===== src/rtl/decode_issue.sv =====
`default_nettype none
// ============================================================================
//  Module   : decode_issue
//  Brief    : RV64IM arithmetic decode and operand-issue stage feeding the ALU.
//             Decodes the instruction, reads a 32x64 register file, checks a
//             per-register busy scoreboard and issues through one output
//             pipeline register under valid/ready flow control.
//  Options  : DECODE_BYPASS_EN - forward same-cycle writeback data to the
//             operands and let the same-cycle busy clear lift the hazard.
//  Revision : 1.0 - initial release
// ============================================================================
module decode_issue #(
    parameter int BUS_DATA_WIDTH = 64
) (
    input  logic                      clk,
    input  logic                      reset_n,
    input  logic                      in_valid,
    output logic                      in_ready,
    input  logic [31:0]               in_instr,
    output logic                      out_valid,
    input  logic                      out_ready,
    output logic [BUS_DATA_WIDTH-1:0] dataA,
    output logic [BUS_DATA_WIDTH-1:0] dataB,
    output logic [5:0]                alu_control,
    output logic [4:0]                out_rd,
    output logic                      out_illegal,
    input  logic                      wb_en,
    input  logic [4:0]                wb_rd,
    input  logic [BUS_DATA_WIDTH-1:0] wb_data
);
    localparam logic [6:0] C_OP_IMM   = 7'b0010011;
    localparam logic [6:0] C_OP       = 7'b0110011;
    localparam logic [6:0] C_OP_IMM32 = 7'b0011011;
    localparam logic [6:0] C_OP32     = 7'b0111011;

    logic [BUS_DATA_WIDTH-1:0] r_regs [32];
    logic [31:0]               r_busy;
    logic                      r_outValid;
    logic [BUS_DATA_WIDTH-1:0] r_dataA;
    logic [BUS_DATA_WIDTH-1:0] r_dataB;
    logic [5:0]                r_aluCtl;
    logic [4:0]                r_outRd;
    logic                      r_outIllegal;

    logic [6:0] w_opcode;
    logic [4:0] w_rd;
    logic [2:0] w_f3;
    logic [4:0] w_rs1;
    logic [4:0] w_rs2;
    logic [6:0] w_f7;
    assign w_opcode = in_instr[6:0];
    assign w_rd     = in_instr[11:7];
    assign w_f3     = in_instr[14:12];
    assign w_rs1    = in_instr[19:15];
    assign w_rs2    = in_instr[24:20];
    assign w_f7     = in_instr[31:25];

    logic       w_legal;
    logic [5:0] w_alu;
    logic       w_useRs2;
    logic       w_useShamt6;
    logic       w_useShamt5;

    // Decode opcode/funct fields into an ALU code and operand-B source
    always_comb begin
        w_legal     = 1'b0;
        w_alu       = 6'd0;
        w_useRs2    = 1'b0;
        w_useShamt6 = 1'b0;
        w_useShamt5 = 1'b0;
        case (w_opcode)
            C_OP_IMM: begin
                w_legal = 1'b1;
                case (w_f3)
                    3'd0: w_alu = 6'h01;
                    3'd1: begin w_alu = 6'h07; w_useShamt6 = 1'b1; end
                    3'd2: w_alu = 6'h02;
                    3'd3: w_alu = 6'h03;
                    3'd4: w_alu = 6'h04;
                    3'd5: begin w_alu = in_instr[30] ? 6'h09 : 6'h08; w_useShamt6 = 1'b1; end
                    3'd6: w_alu = 6'h05;
                    default: w_alu = 6'h06;
                endcase
            end
            C_OP: begin
                w_useRs2 = 1'b1;
                if (w_f7 == 7'h01) begin
                    w_legal = 1'b1;
                    w_alu   = 6'h1F + {3'b000, w_f3};
                end else if (w_f7 == 7'h00 || w_f7 == 7'h20) begin
                    case (w_f3)
                        3'd0: begin w_legal = 1'b1; w_alu = w_f7[5] ? 6'h0D : 6'h0C; end
                        3'd5: begin w_legal = 1'b1; w_alu = w_f7[5] ? 6'h13 : 6'h12; end
                        3'd1: begin w_legal = !w_f7[5]; w_alu = 6'h0E; end
                        3'd2: begin w_legal = !w_f7[5]; w_alu = 6'h0F; end
                        3'd3: begin w_legal = !w_f7[5]; w_alu = 6'h10; end
                        3'd4: begin w_legal = !w_f7[5]; w_alu = 6'h11; end
                        3'd6: begin w_legal = !w_f7[5]; w_alu = 6'h14; end
                        default: begin w_legal = !w_f7[5]; w_alu = 6'h15; end
                    endcase
                end
            end
            C_OP_IMM32: begin
                case (w_f3)
                    3'd0: begin w_legal = 1'b1; w_alu = 6'h16; end
                    // W shifts only have a 5-bit shamt; bit 25 set is not encodable
                    3'd1: begin w_legal = !in_instr[25]; w_alu = 6'h17; w_useShamt5 = 1'b1; end
                    3'd5: begin
                        w_legal     = !in_instr[25];
                        w_alu       = in_instr[30] ? 6'h19 : 6'h18;
                        w_useShamt5 = 1'b1;
                    end
                    default: w_legal = 1'b0;
                endcase
            end
            C_OP32: begin
                w_useRs2 = 1'b1;
                if (w_f7 == 7'h01) begin
                    case (w_f3)
                        3'd0: begin w_legal = 1'b1; w_alu = 6'h27; end
                        3'd4: begin w_legal = 1'b1; w_alu = 6'h28; end
                        3'd5: begin w_legal = 1'b1; w_alu = 6'h29; end
                        3'd6: begin w_legal = 1'b1; w_alu = 6'h2A; end
                        3'd7: begin w_legal = 1'b1; w_alu = 6'h2B; end
                        default: w_legal = 1'b0;
                    endcase
                end else if (w_f7 == 7'h00 || w_f7 == 7'h20) begin
                    case (w_f3)
                        3'd0: begin w_legal = 1'b1; w_alu = w_f7[5] ? 6'h1B : 6'h1A; end
                        3'd1: begin w_legal = !w_f7[5]; w_alu = 6'h1C; end
                        3'd5: begin w_legal = 1'b1; w_alu = w_f7[5] ? 6'h1E : 6'h1D; end
                        default: w_legal = 1'b0;
                    endcase
                end
            end
            default: w_legal = 1'b0;
        endcase
    end

    // Writeback clear mask; also the hazard view of the scoreboard when bypassing
    logic [31:0] w_wbClr;
    logic [31:0] w_busyView;
    assign w_wbClr = wb_en ? (32'd1 << wb_rd) : 32'd0;

    logic [BUS_DATA_WIDTH-1:0] w_rs1Val;
    logic [BUS_DATA_WIDTH-1:0] w_rs2Val;

`ifdef DECODE_BYPASS_EN
    assign w_busyView = r_busy & ~w_wbClr;

    // Register read with same-cycle writeback forwarding; x0 is hardwired to 0
    always_comb begin
        w_rs1Val = (w_rs1 == 5'd0) ? '0 : r_regs[w_rs1];
        w_rs2Val = (w_rs2 == 5'd0) ? '0 : r_regs[w_rs2];
        if (wb_en && wb_rd == w_rs1 && w_rs1 != 5'd0) w_rs1Val = wb_data;
        if (wb_en && wb_rd == w_rs2 && w_rs2 != 5'd0) w_rs2Val = wb_data;
    end
`else
    assign w_busyView = r_busy;

    // Register read; x0 is hardwired to 0
    always_comb begin
        w_rs1Val = (w_rs1 == 5'd0) ? '0 : r_regs[w_rs1];
        w_rs2Val = (w_rs2 == 5'd0) ? '0 : r_regs[w_rs2];
    end
`endif

    // Illegal words carry no real operands, so they never wait on the scoreboard
    logic w_hazard;
    logic w_accept;
    assign w_hazard = w_legal && (w_busyView[w_rs1] ||
                                  (w_useRs2 && w_busyView[w_rs2]) ||
                                  w_busyView[w_rd]);
    assign in_ready = !w_hazard && (!r_outValid || out_ready);
    assign w_accept = in_valid && in_ready;

    logic [31:0] w_busySet;
    assign w_busySet = (w_accept && w_legal && w_rd != 5'd0) ? (32'd1 << w_rd) : 32'd0;

    logic [BUS_DATA_WIDTH-1:0] w_opB;
    assign w_opB = w_useRs2    ? w_rs2Val :
                   w_useShamt6 ? {{(BUS_DATA_WIDTH-6){1'b0}}, in_instr[25:20]} :
                   w_useShamt5 ? {{(BUS_DATA_WIDTH-5){1'b0}}, in_instr[24:20]} :
                                 {{(BUS_DATA_WIDTH-12){in_instr[31]}}, in_instr[31:20]};

    // Register file: written at the writeback edge, writes to x0 dropped
    always_ff @(posedge clk or negedge reset_n) begin
        if (!reset_n) begin
            for (int i = 0; i < 32; i++) r_regs[i] <= '0;
        end else if (wb_en && wb_rd != 5'd0) begin
            r_regs[wb_rd] <= wb_data;
        end
    end

    // Busy scoreboard: writeback clears, an accepted issue sets (set wins)
    always_ff @(posedge clk or negedge reset_n) begin
        if (!reset_n) r_busy <= '0;
        else          r_busy <= (r_busy & ~w_wbClr) | w_busySet;
    end

    // Output pipeline register: load on accept, hold while stalled, drop on consume
    always_ff @(posedge clk or negedge reset_n) begin
        if (!reset_n) begin
            r_outValid   <= 1'b0;
            r_dataA      <= '0;
            r_dataB      <= '0;
            r_aluCtl     <= 6'd0;
            r_outRd      <= 5'd0;
            r_outIllegal <= 1'b0;
        end else if (w_accept) begin
            r_outValid   <= 1'b1;
            r_dataA      <= w_rs1Val;
            r_dataB      <= w_opB;
            r_aluCtl     <= w_legal ? w_alu : 6'd0;
            r_outRd      <= w_rd;
            r_outIllegal <= !w_legal;
        end else if (out_ready) begin
            r_outValid   <= 1'b0;
        end
    end

    assign out_valid   = r_outValid;
    assign dataA       = r_dataA;
    assign dataB       = r_dataB;
    assign alu_control = r_aluCtl;
    assign out_rd      = r_outRd;
    assign out_illegal = r_outIllegal;

endmodule
`default_nettype wire


===== config.mk =====
export PLATFORM = sky130hd
export DESIGN_NAME = decode_issue
export DESIGN_NICKNAME = d
export VERILOG_FILES = /design/src/rtl/decode_issue.sv
export SDC_FILE = /design/constraint.sdc
export NUM_CORES = 2
export LEC_CHECK = 0
export CORE_AREA = 10 10 586 588
export CTS_CLUSTER_SIZE = 16
export DETAILED_ROUTE_END_ITERATION = 16
export DIE_AREA = 0 0 596 598
export GPL_ROUTABILITY_DRIVEN = 1
export PLACE_DENSITY_LB_ADDON = 0.05
export SLEW_MARGIN = 25
export SYNTH_ARGS = -nofsm -noshare
export SYNTH_HDL_FRONTEND = slang
export SYNTH_SLANG_ARGS = --single-unit

===== constraint.sdc =====
create_clock -name clk -period 2.65 [get_ports clk]
set_input_delay 0.3975 -clock clk [delete_from_list [all_inputs] [get_ports clk]]
set_output_delay 0.3975 -clock clk [all_outputs]
set_load 0.03 [all_outputs]

After elaboration in Yosys (flattened, before gate mapping)
Index checks and enable logic that the tools add are counted.
Storage, ports and cells
  output and inout bits: 142
  bits in registers: 2221
  bits of input ports: 106
Operators by class
  eq/ne operators: 13
  mux-type cells: 54
  reductions and logical operators: 28
  add/subtract/negate cells: 1
  magnitude comparators: 7
  shift-type cells: 2
  bitwise logic cells: 6
Operator list (number)
  $bwmux W2048: 1
  $bmux W64 S5: 2
  $mux W64: 10
  $demux W64 S5: 1
  $mux W32: 2
  $shl A1 B5 Y32 const A: 2
  $pmux W5 S7: 1
  $and A32 B32 Y32: 1
  $not A32 Y32: 1
  $or A32 B32 Y32: 1
  $pmux W5 S3: 2
  $pmux W6 S5: 1
  $pmux W4 S7: 1
  $pmux W6 S4: 1
  $eq A7 B6 Y1 const B: 3
  $mux W1: 20
  $ge A6 B6 Y1 const B: 3
  $lt A5 B6 Y1 const B: 3
  $mux W6: 3
  $not A5 Y6: 3
  $bmux W1 S5: 3
  $eq A7 B5 Y1 const B: 2
  $eq A3 B3 Y1 const B: 4
  $logic_not A5 Y1: 2
  18 further kinds: 38

Depth between registers and ports, before layout
  depth after elaboration: 14
  depth in mapped cells: 12

Worst setup path after synthesis
OpenSTA, ideal clock, no wires.
  path type: input to register
  start point: in in_instr[15]
  end point: reg r_dataA[0], in the netlist dataA[0]
  arrival time: 2.690 ns
  path slack: -0.164 ns
  stages: 8
  cell sequence: buf_2 -> buf_2 -> clkbuf_1 -> mux4_2 -> mux4_2 -> nand2_1 -> o21ai_0 -> mux2_2
On the way
  word-level cells in the longest chain between the ends: 8
  elaborated cells on any way between the ends: 14
  classes of those cells: 6 x mux; 1 x bitwise; 7 x reduce/logical
Ends and longest elaborated chain
  start, declared: line 19  | input logic [31:0] in_instr,
  $bmux W1 S5: line 171  | assign w_hazard = w_legal && (w_busyView[w_rs1] ||
  $mux W1 (implied by the code): line 171
  $logic_or A1 B1 Y1: line 171
  $logic_or A1 B1 Y1: line 172  | (w_useRs2 && w_busyView[w_rs2]) ||
  $logic_and A1 B1 Y1: line 171
  $logic_not A1 Y1: line 174  | assign in_ready = !w_hazard && (!r_outValid || out_ready);
  $logic_and A1 B1 Y1: line 174
  $logic_and A1 B1 Y1: line 175  | assign w_accept = in_valid && in_ready;
  end signal, assigned: line 212  | r_dataA <= w_rs1Val;
  end, declared: line 39  | logic [BUS_DATA_WIDTH-1:0] r_dataA;
Several ways; a longest one is shown, not always the timed one. The select of a mux whose other input is x is not followed.
A chain may end at the register's enable or synchronous reset.

Worst setup path in the final report
  start point: reg r_busy[15]
  end point: out in_ready
On the way
  word-level cells in the longest chain between the ends: 8
  elaborated cells on any way between the ends: 12
  classes of those cells: 6 x mux; 6 x reduce/logical
Ends and longest elaborated chain
  start, declared: line 37  | logic [31:0] r_busy;
  start signal, assigned: line 198  | else r_busy <= (r_busy & ~w_wbClr) | w_busySet;
  $bmux W1 S5: line 172
  $mux W1 (implied by the code): line 172
  $logic_and A1 B1 Y1: line 172
  $logic_or A1 B1 Y1: line 171
  $logic_or A1 B1 Y1 *: line 172
  $logic_and A1 B1 Y1 *: line 171
  $logic_not A1 Y1 *: line 174
  $logic_and A1 B1 Y1 *: line 174
  end, declared: line 18  | output logic in_ready,
Every way passes the cells marked *; elsewhere a longest branch is shown, timed or not. The select of a mux whose other input is x is not followed.

==> run summary <==
outcome: finished, violations left
violated checks: negative setup slack
clk_skew: 0.0272 ns
Crit path depth: 7
CTS tree: done
num rows: 212
Synth Flop Type: dfrtp_1
dpl ws: -0.745 ns
CP top delay family: multiplexers
R2R setup slack: -0.30 ns
slowest cell delay on critical path: 0.51 ns
area share of the largest cell type after synthesis: 48.1%
CP endpoint: in_ready
Final period util: 130%
Max Freq: 290 MHz
Setup violations, final: 134
Routed met2 length: 198 mm
PnR worst setup slack: -0.793 ns
detailed placement HPWL: 271 mm
Layout fillers: 29700
async set-reset flop share out of synthesis: 100%
Post-synth EDFFs: 0
Total Power: 106 mW
first-pass GRT wire length: 609 mm
grt ovf: 0
Synth Cell Area: 116000 um2
leakage: 60.1 nW
DRC: 0
R2R depth: 10
Port Buffer Count: 247
Worst Tran Pin Value: 1.03 ns
die area: 356000 um2
Tightest Hold Check Type: primary input to flip-flop
H-tree levels: 5
wire per inst: 34.3 um
# IOs: 248
largest net degree at the start of global routing: 108
reg-to-reg endpoint: dataA[63]
Layout Nets: 7878
Die H: 598 um
Seq/Total Area, Yosys: 48.1%
root buf cell: clkbuf_16
Area growth, synth to finish: 21.6%
Core ar.: 332000 um2
cell mode on critical path: buf_6
RePlAce Congestion: 0.805
FF-to-FF Start: r_busy[15]
post-synth top area cell: dfrtp_1
min Tclk post-route: 3.44 ns
Critical Path RT: 2.25 ns
critical-path cell list: mux4_2 -> mux2_4 -> and3_4 -> and4bb_2 -> buf_6 -> o21a_1 -> buf_6
Synthesized Nets: 7316
initial antenna violation count: 22
clock sink total: 2221
maximum vdd ir drop: 0.000474 V
crit path DAT: 3.05 ns
WP buf/inv: 2
Syn Area/Cell: 16.1 um2
Die Wd: 596 um
Crit Path Max Fanout: 4
worst setup path start: r_busy[15]
slowest cell on the critical path: mux4_2
vias in the first global route: 77000
Total GRT Usage: 23.4%
Met3 Wirelength: 19.7 mm
Yosys warning count: 0
total CTS buffers: 280
crit path capture type: output pin
Syn Inst Count: 7204
initial drt markers: 5068
Post-Route WL: 423 mm
Via density: 5.85
power per cell area: 756 nW/um2
max-slew violations: 0
relative slew slack: 30.7%
clock latency on the worst-skew pair: 0.91 ns
Clk pin slew, worst setup/hold paths: 0.05 ns
Post-DRT Antenna Nets: 0
Max Used Layer: met5
share of cells above drive strength 1: 58.4%
buffer depth of the longest clock path: 4
startpoint types: flip-flop
Max-Cap Viols: 0
Synth cell types: 70
top post-synthesis cells by area: dfrtp_1 48%, mux4_2 24%, mux2_2 20%, clkbuf_1 2.1%, mux2i_1 1.2%
M1 WL: 197 mm
1st-pass router iterations: 5
Final Hold Fails: 0
Crit Path Category: flip-flop to output pin
vias: 72300
#FFs+latches synth: 2221
Starting Density: 34.9%
unrepaired setup endpoints after global routing: true
==> state kept, by name, summed over array words and instances (netlist names) <==
signal       cells
out_valid        1
r_busy          32
dataA           64
alu_control      6
r_regs        2048
dataB           64
out_illegal      1
out_rd           5
==> worst min-delay path: stages <==
cell and delay, ns:
buf_8 0.18, nand2_1 0.11, nand2_1 0.07, mux2_2 0.14
==> cell usage in the layout (no fill, tap or decap), drive strengths merged, types with 71 or more instances in the layout <==
cell type and count:
buf 880, clkbuf 424, clkdlybuf4s50 224, dfrtp 2221, inv 87, mux2 2069, mux2i 141, mux4 1232
nand2 132, o21ai 123, o22ai 71
==> worst min-delay path by stage <==
stage | slack [ns] | end | from | cells after the start
4_1_cts | 0.001 | dataB[0] | in_instr[20] | 4
6_report | 0.04 | dataB[0] | in_instr[20] | 4
5_1_grt | 0.06 | dataB[0] | in_instr[20] | 4
3_3_place_gp | 0.36 | r_regs[1988] | r_regs[1988] | 0
2_1_floorplan | 0.10 | alu_control[0] | reset_n | 0
3_5_place_dp | 0.37 | r_regs[1988] | r_regs[1988] | 0
==> report_power, final <==
part	internal (mW)	switching, mW
clock network	23.0	15.6
logic	13.7	8.88
registers	40.4	4.78
==> layer usage <==
metal  track usage, %  vias up
li1                 -    29300
met3             3.38      508
met4             5.08        8
met2             37.2     1857
met1             34.1    40600
met5                0        -
==> per-stage QoR <==
stage	setup TNS (ns)	cells	hold WS (ns)	util (%)	cell area [um2]
after floorplan	-4.52	7204	0.102	-	116000
after global placement	-96.78	11900	0.363	39.5	131000
after detailed placement	-100.47	11900	0.372	39.5	131000
after CTS	-19.60	12400	0.00128	42.4	141000
after global routing	-24.27	12400	0.0587	42.4	141000
final	-21.39	12400	0.0402	42.4	141000
==> synthesized netlist by cell type (all sizes together) (6+ instances only) <==
master      n
mux2i     141
nand3b     10
ha          6
nor2b       6
buf       183
mux2     2069
o22ai      71
o21ai     123
nand3      21
o221ai     56
dfrtp    2221
nor2       42
o2bb2ai    54
clkbuf    655
nor3        8
mux4     1232
inv        80
a21oi      16
nand2     132
==> cells by family (layout without fill, tap and decap cells) <==
logic type | after synthesis | after routing | share of synthesized area [%]
other | 0 | 8 | 0
AND/OR/NAND/NOR | 249 | 249 | 1.01
AO/OA/AOI/OAI | 366 | 366 | 2.16
multiplexers | 3442 | 3442 | 45.5
buffers and inverters | 919 | 1676 | 3.19
adder cells (fa/ha/maj) | 6 | 6 | 0.0649
flip-flops | 2221 | 2221 | 48.1
XOR/XNOR | 1 | 1 | 0.00757
==> timing repair <==
action                                  4_1_cts  5_1_grt
hold endpoints to repair                    387        0
hold buffers                                  1        0
gates resized for setup                      40       15
gates cloned                                  7        0
endpoints found under the setup margin       87      141
pin swaps                                     4        1
buffers inserted                             18        3
==> layout make-up <==
class	count	area (um2)	share of cell area, %
clock buffers	423	8520	6.06
repair buffers	1118	13400	9.54
flip-flops and latches	2221	55600	39.5
diodes	8	20.0	0.0142
well taps	4387	5490	3.90
inverters	81	304	0.216
clock inverters	54	562	0.400
multi-input cells	4064	56700	40.3
No activity file was read; power rests on OpenSTA's default activity.
